[src/rtl/bcd_to_bin_seq.sv]
// bcd_to_bin_seq: multi-cycle BCD-to-binary converter.
// Converts one BCD digit per clock, most-significant first, as acc = acc*10 + digit.
// Flags nibbles above 9 (still used at their raw value) and results exceeding BIN_W bits.
//
// Ports:
//   clk        rising-edge clock
//   rst_n      asynchronous active-low reset
//   in_valid   input word present
//   in_ready   converter idle and able to accept a word
//   bcd        DIGITS*4-bit BCD word, digit 0 in bcd[3:0]
//   out_valid  result present
//   out_ready  consumer accepts result
//   bin        binary result, true value mod 2^BIN_W
//   err_digit  at least one nibble of the last word was > 9
//   overflow   true value of the last word exceeded 2^BIN_W-1
//   busy       converter is not idle
module bcd_to_bin_seq #(
    parameter int unsigned BIN_W  = 16,
    parameter int unsigned DIGITS = 5
) (
    input  logic                  clk,
    input  logic                  rst_n,
    input  logic                  in_valid,
    output logic                  in_ready,
    input  logic [DIGITS*4-1:0]   bcd,
    output logic                  out_valid,
    input  logic                  out_ready,
    output logic [BIN_W-1:0]      bin,
    output logic                  err_digit,
    output logic                  overflow,
    output logic                  busy
);

    localparam int unsigned CntW = (DIGITS > 1) ? $clog2(DIGITS) : 1;

    typedef enum logic [1:0] {StIdle, StConv, StDone} state_e;

    state_e                 state_q, state_d;
    logic [DIGITS*4-1:0]    shreg_q;
    logic [BIN_W-1:0]       acc_q;
    logic [CntW-1:0]        cnt_q;
    logic                   err_acc_q;
    logic                   ovf_acc_q;
    logic [BIN_W-1:0]       bin_q;
    logic                   err_digit_q;
    logic                   overflow_q;

    logic                   accept;
    logic                   last_digit;
    logic [3:0]             digit;
    logic [BIN_W+3:0]       acc_ext;
    logic [BIN_W+3:0]       sum;
    logic                   digit_bad;
    logic                   step_ovf;

    assign accept     = (state_q == StIdle) && in_valid;
    assign last_digit = (state_q == StConv) && (cnt_q == '0);

    // One x10 as shift-add, plus the incoming digit; the 4 extra bits catch overflow.
    always_comb begin
        digit     = shreg_q[DIGITS*4-1 -: 4];
        acc_ext   = {4'b0000, acc_q};
        sum       = (acc_ext << 3) + (acc_ext << 1) + {{BIN_W{1'b0}}, digit};
        digit_bad = (digit > 4'd9);
        step_ovf  = (sum[BIN_W+3:BIN_W] != 4'b0000);
    end

    // State register.
    always_ff @(posedge clk or negedge rst_n) begin
        if (!rst_n) begin
            state_q <= StIdle;
        end else begin
            state_q <= state_d;
        end
    end

    // Next-state logic.
    always_comb begin
        state_d = state_q;
        unique case (state_q)
            StIdle: if (in_valid)   state_d = StConv;
            StConv: if (last_digit) state_d = StDone;
            StDone: if (out_ready)  state_d = StIdle;
            default:                state_d = StIdle;
        endcase
    end

    // Output logic.
    always_comb begin
        in_ready  = (state_q == StIdle);
        out_valid = (state_q == StDone);
        busy      = (state_q != StIdle);
        bin       = bin_q;
        err_digit = err_digit_q;
        overflow  = overflow_q;
    end

    // Datapath: working registers run during CONV; visible results load only on completion.
    always_ff @(posedge clk or negedge rst_n) begin
        if (!rst_n) begin
            shreg_q     <= '0;
            acc_q       <= '0;
            cnt_q       <= '0;
            err_acc_q   <= 1'b0;
            ovf_acc_q   <= 1'b0;
            bin_q       <= '0;
            err_digit_q <= 1'b0;
            overflow_q  <= 1'b0;
        end else if (accept) begin
            shreg_q   <= bcd;
            acc_q     <= '0;
            cnt_q     <= CntW'(DIGITS - 1);
            err_acc_q <= 1'b0;
            ovf_acc_q <= 1'b0;
        end else if (state_q == StConv) begin
            shreg_q   <= shreg_q << 4;
            acc_q     <= sum[BIN_W-1:0];
            cnt_q     <= cnt_q - CntW'(1);
            err_acc_q <= err_acc_q | digit_bad;
            ovf_acc_q <= ovf_acc_q | step_ovf;
            if (last_digit) begin
                bin_q       <= sum[BIN_W-1:0];
                err_digit_q <= err_acc_q | digit_bad;
                overflow_q  <= ovf_acc_q | step_ovf;
            end
        end
    end

endmodule

[config.mk]
export PLATFORM = sky130hd
export DESIGN_NAME = bcd_to_bin_seq
export DESIGN_NICKNAME = d
export VERILOG_FILES = /design/src/rtl/bcd_to_bin_seq.sv
export SDC_FILE = /design/constraint.sdc
export NUM_CORES = 1
export LEC_CHECK = 0
export CAP_MARGIN = 0
export CELL_PAD_IN_SITES_DETAIL_PLACEMENT = 0
export CELL_PAD_IN_SITES_GLOBAL_PLACEMENT = 1
export CORE_UTILIZATION = 25
export DETAILED_ROUTE_END_ITERATION = 10
export GPL_TIMING_DRIVEN = 0
export PLACE_DENSITY_LB_ADDON = 0.1
export SYNTH_ARGS = -nofsm -noshare
export SYNTH_HDL_FRONTEND = slang
export SYNTH_SLANG_ARGS = --single-unit
export TNS_END_PERCENT = 20
[constraint.sdc]
create_clock -name clk -period 2.65 [get_ports clk]
set_clock_uncertainty 0.05 [all_clocks]
set_input_delay 0.3975 -clock clk [delete_from_list [all_inputs] [get_ports clk]]
set_output_delay 0.3975 -clock clk [all_outputs]
set_load 0.01 [all_outputs]
==> results.toml, run 1 <==
[outcome]
outcome = "finished with violations"
violations = "negative setup slack"

[sta]
fin_crit_sh_pct = 104
worstMarginPinSlew_ns = 0.817
max_slew_margin_pct = 45.5
rsz0062_at_grt = "yes"
timing.final.ws_setup_ns = -0.112
final.min_clock_period_ns = 2.76
maxSlewViolCount = 0
setup_viol = 6
timing.fmax_mhz = 362
final-hold-violation-count = 0

[placement]
place_hpwl_mm = 6.60
gp_congestion = 0.739
dp_cells = 573
dpl_worst_slack_ns = -0.298
post_dp_cell_area_sq_um = 4060
portBuffers = 44

[die]
num_rows = 42
pin_count = 45
fp.dieArea_sq_um = 14100
dieHeight_um = 119
die_width_um = 119
core_sq_um = 13200
start_util_pct = 25.7

[flow_run]
maxCapViolations = 0

[clock_network]
clk_latency_ns = 0.34
cts.clk_slew.worst_paths_ns = 0.06
ctsHtreeMaxLevel = 3
cts_root_buf = "clkbuf_16"
cts_tree = "yes"
ctsLongestPathBuffers = 2
cts_sinks = 61
holdBufCountCts = 0
numCtsBuffers = 9

[critical_path]
rr_worst_depth = 11
r2r_slack_ns = -0.11
critical_path_class = "flop to flop"
timing.rr.end = "overflow$_DFFE_PN0P_"
worstPathRequired_ns = 2.80
start_kind = "flop"
crit_path_end_kind = "flop"
worstPathArrival_ns = 2.91
crit_fanout = 3
r2r_start = "acc_q[0]$_DFFE_PN0P_"

[yosys]
synth_fp_nets = 412
async_flop_share_pct = 100
synth-edff-count = 0
synth_flop_cell = "dfrtp_1"
yosysWarnings = 0
ys_seq_elements = 61
synth_area_leaders = "dfrtp_1, ha_1, nand2_1"
synth_top_cell_area_share_pct = 44.9
netlist_instances = 353
avgSynthCellArea_sq_um = 9.63
syn_area_sq_um = 3400
synth_top_area_cell = "dfrtp_1"
seq_area_frac_synth_pct = 44.9
synth_cell_types = 41

[grt]
gr-total-overflow = 0
grt_pass1_wl_mm = 15.5
grt.total_usage_pct = 14.7
grt_antenna_before_repair = 0
grt_pass1_vias = 2928
grt_start_max_net_pins = 62

[power_and_ir_drop]
ir_drop_uv = 553
p_per_area_nw_per_um2 = 1580
total_power_mw = 7.15
leakage_nw = 2.04

[final_layout]
seqCellArea_sq_um = 1530
antenna_cells = 0
multi_input_area_sq_um = 1880
fin_cells = 594
nets = 472
drive_gt1_share_pct = 12.0
fillers = 1390
syn2layout_area_growth_pct = 32.8
fin_area_sq_um = 4510
post-route-util_pct = 34.1

[route]
ant_nets = 0
wl_mm = 9.36
avgViaCountPerCell = 4.64
drt_iter0_drc = 114
vias = 2758
drt_pass1_iterations = 4
post-route-drc-count = 0
wl_per_cell_um = 15.8

[min_path]
hold_path_class = "input port to async pin"
-- layer usage --
layer | global-route usage (%) | routed length [um] | share of wire (%)
met1 | 17.9 | 4280 | 46
met2 | 24.9 | 4620 | 49
met3 | 4.34 | 328 | 3.5
met4 | 4.51 | 131 | 1.4
met5 | 0 | 0 | 0
-- state kept, by name, summed over array words and instances, names as in the netlist --
name       flops
ovf_acc_q      1
acc_q         16
bin           16
err_acc_q      1
shreg_q       20
cnt_q          3
overflow       1
state_q        2
err_digit      1
-- report_power, final --
group	internal, mW	total [mW]	leakage [nW]	switching, mW
combinational	1.81	4.22	1.13	2.41
clock	0.822	1.26	0.147	0.435
sequential	1.39	1.67	0.762	0.289
total	4.02	7.15	2.04	3.13
-- metrics by stage --
stage | hold slack (ns) | TNS, ns
after floorplan | 0.0519 | 0
after global placement | 0.411 | -73.32
after detailed placement | 0.415 | -1.34
after CTS | 0.146 | -1.09
after global routing | 0.173 | -1.63
final | 0.0976 | -0.353
-- area by class of cell --
cell class	instances	area share, %
multi-input combinational	264	41.6
sequential	61	33.8
timing repair buffer	49	10.5
clock buffer	12	5.24
tap	176	4.88
clock inverter	4	1.61
buffer	16	1.36
inverter	12	0.998
-- how the worst max path moves through the flow --
stage                           end  cells past startpoint                     from
2_1_floorplan  overflow$_DFFE_PN0P_                     11  shreg_q[19]$_DFFE_PN0P_
3_3_place_gp   acc_q[7]$_DFFE_PN0P_                      1                    rst_n
3_5_place_dp   overflow$_DFFE_PN0P_                     11  shreg_q[19]$_DFFE_PN0P_
4_1_cts        overflow$_DFFE_PN0P_                     11     acc_q[2]$_DFFE_PN0P_
5_1_grt        overflow$_DFFE_PN0P_                     11     acc_q[0]$_DFFE_PN0P_
6_report       overflow$_DFFE_PN0P_                     11     acc_q[0]$_DFFE_PN0P_
-- cells in the final DEF (no fill, tap or decap), types with 4 or more instances in the layout --
| cell type | synthesis | layout |
|---|---|---|
| a21o_1 | 4 | 4 |
| a21oi_1 | 15 | 15 |
| a22oi_1 | 16 | 16 |
| buf_4 | 0 | 6 |
| clkbuf_1 | 15 | 18 |
| clkbuf_16 | 0 | 9 |
| clkdlybuf4s50_1 | 0 | 43 |
| dfrtp_1 | 61 | 61 |
| ha_1 | 33 | 31 |
| inv_1 | 12 | 9 |
| mux2_2 | 4 | 4 |
| nand2_1 | 72 | 71 |
| nand2b_1 | 4 | 4 |
| nand3_1 | 20 | 20 |
| nor2_1 | 12 | 11 |
| o21ai_0 | 34 | 30 |
| o21ai_1 | 4 | 6 |
| xor2_1 | 7 | 6 |
-- timing repair --
action | CTS | global route
endpoints found under the setup margin | 8 | 12
endpoints found under the hold margin | 0 | 0
pin swaps | 8 | 11
gates resized for setup | 5 | 20
buffers inserted | 3 | 2
-- cells in the mapped netlist, types with 3 or more instances --
| library cell | number |
|---|---|
| dfrtp_1 | 61 |
| o21a_1 | 3 |
| clkbuf_1 | 15 |
| ha_1 | 33 |
| nor2_1 | 12 |
| a21o_1 | 4 |
| nand2b_1 | 4 |
| inv_1 | 12 |
| nand3_1 | 20 |
| o21ai_1 | 4 |
| nand2_1 | 72 |
| xor2_1 | 7 |
| a22oi_1 | 16 |
| o21ai_0 | 34 |
| a21oi_1 | 15 |
| mux2_2 | 4 |
| nor2b_1 | 4 |
| xnor2_1 | 5 |
-- logic make-up (layout without fill, tap and decap cells) --
| logic type | after synthesis | after routing | share of synthesized area, % |
|---|---|---|---|
| multiplexers | 4 | 4 | 1.32 |
| AO/OA/AOI/OAI | 93 | 93 | 19.0 |
| flip-flops | 61 | 61 | 44.9 |
| buffers and inverters | 28 | 93 | 3.13 |
| XOR/XNOR | 12 | 12 | 3.09 |
| adder cells (fa/ha/maj) | 35 | 35 | 13.3 |
| AND/OR/NAND/NOR | 120 | 120 | 15.3 |
-- worst max-delay path: stages, from the launching register on --
cell	delay (ns)
dfrtp_1	0.36
inv_2	0.05
fa_2	0.60
inv_2	0.05
ha_4	0.21
a21o_4	0.22
o21ai_4	0.17
a21oi_4	0.09
a221oi_4	0.34
nor2_2	0.08
a211oi_2	0.30
o21ai_1	0.09
(Power assumes the default switching activity.)
==> run 2: changes to the inputs <==
==> constraint.sdc (replaced) <==
create_clock -name clk -period 2.65 [get_ports clk]
set_clock_uncertainty 0.05 [all_clocks]
set_input_delay 0.53 -clock clk [delete_from_list [all_inputs] [get_ports clk]]
set_output_delay 0.53 -clock clk [all_outputs]
set_load 0.01 [all_outputs]
==> results of run 2 <==
The final DEF is identical to that of run 1. Status: finished with violations: negative setup slack.
Among the figures that moved: hold slack 0.0976 ns -> 0.230 ns
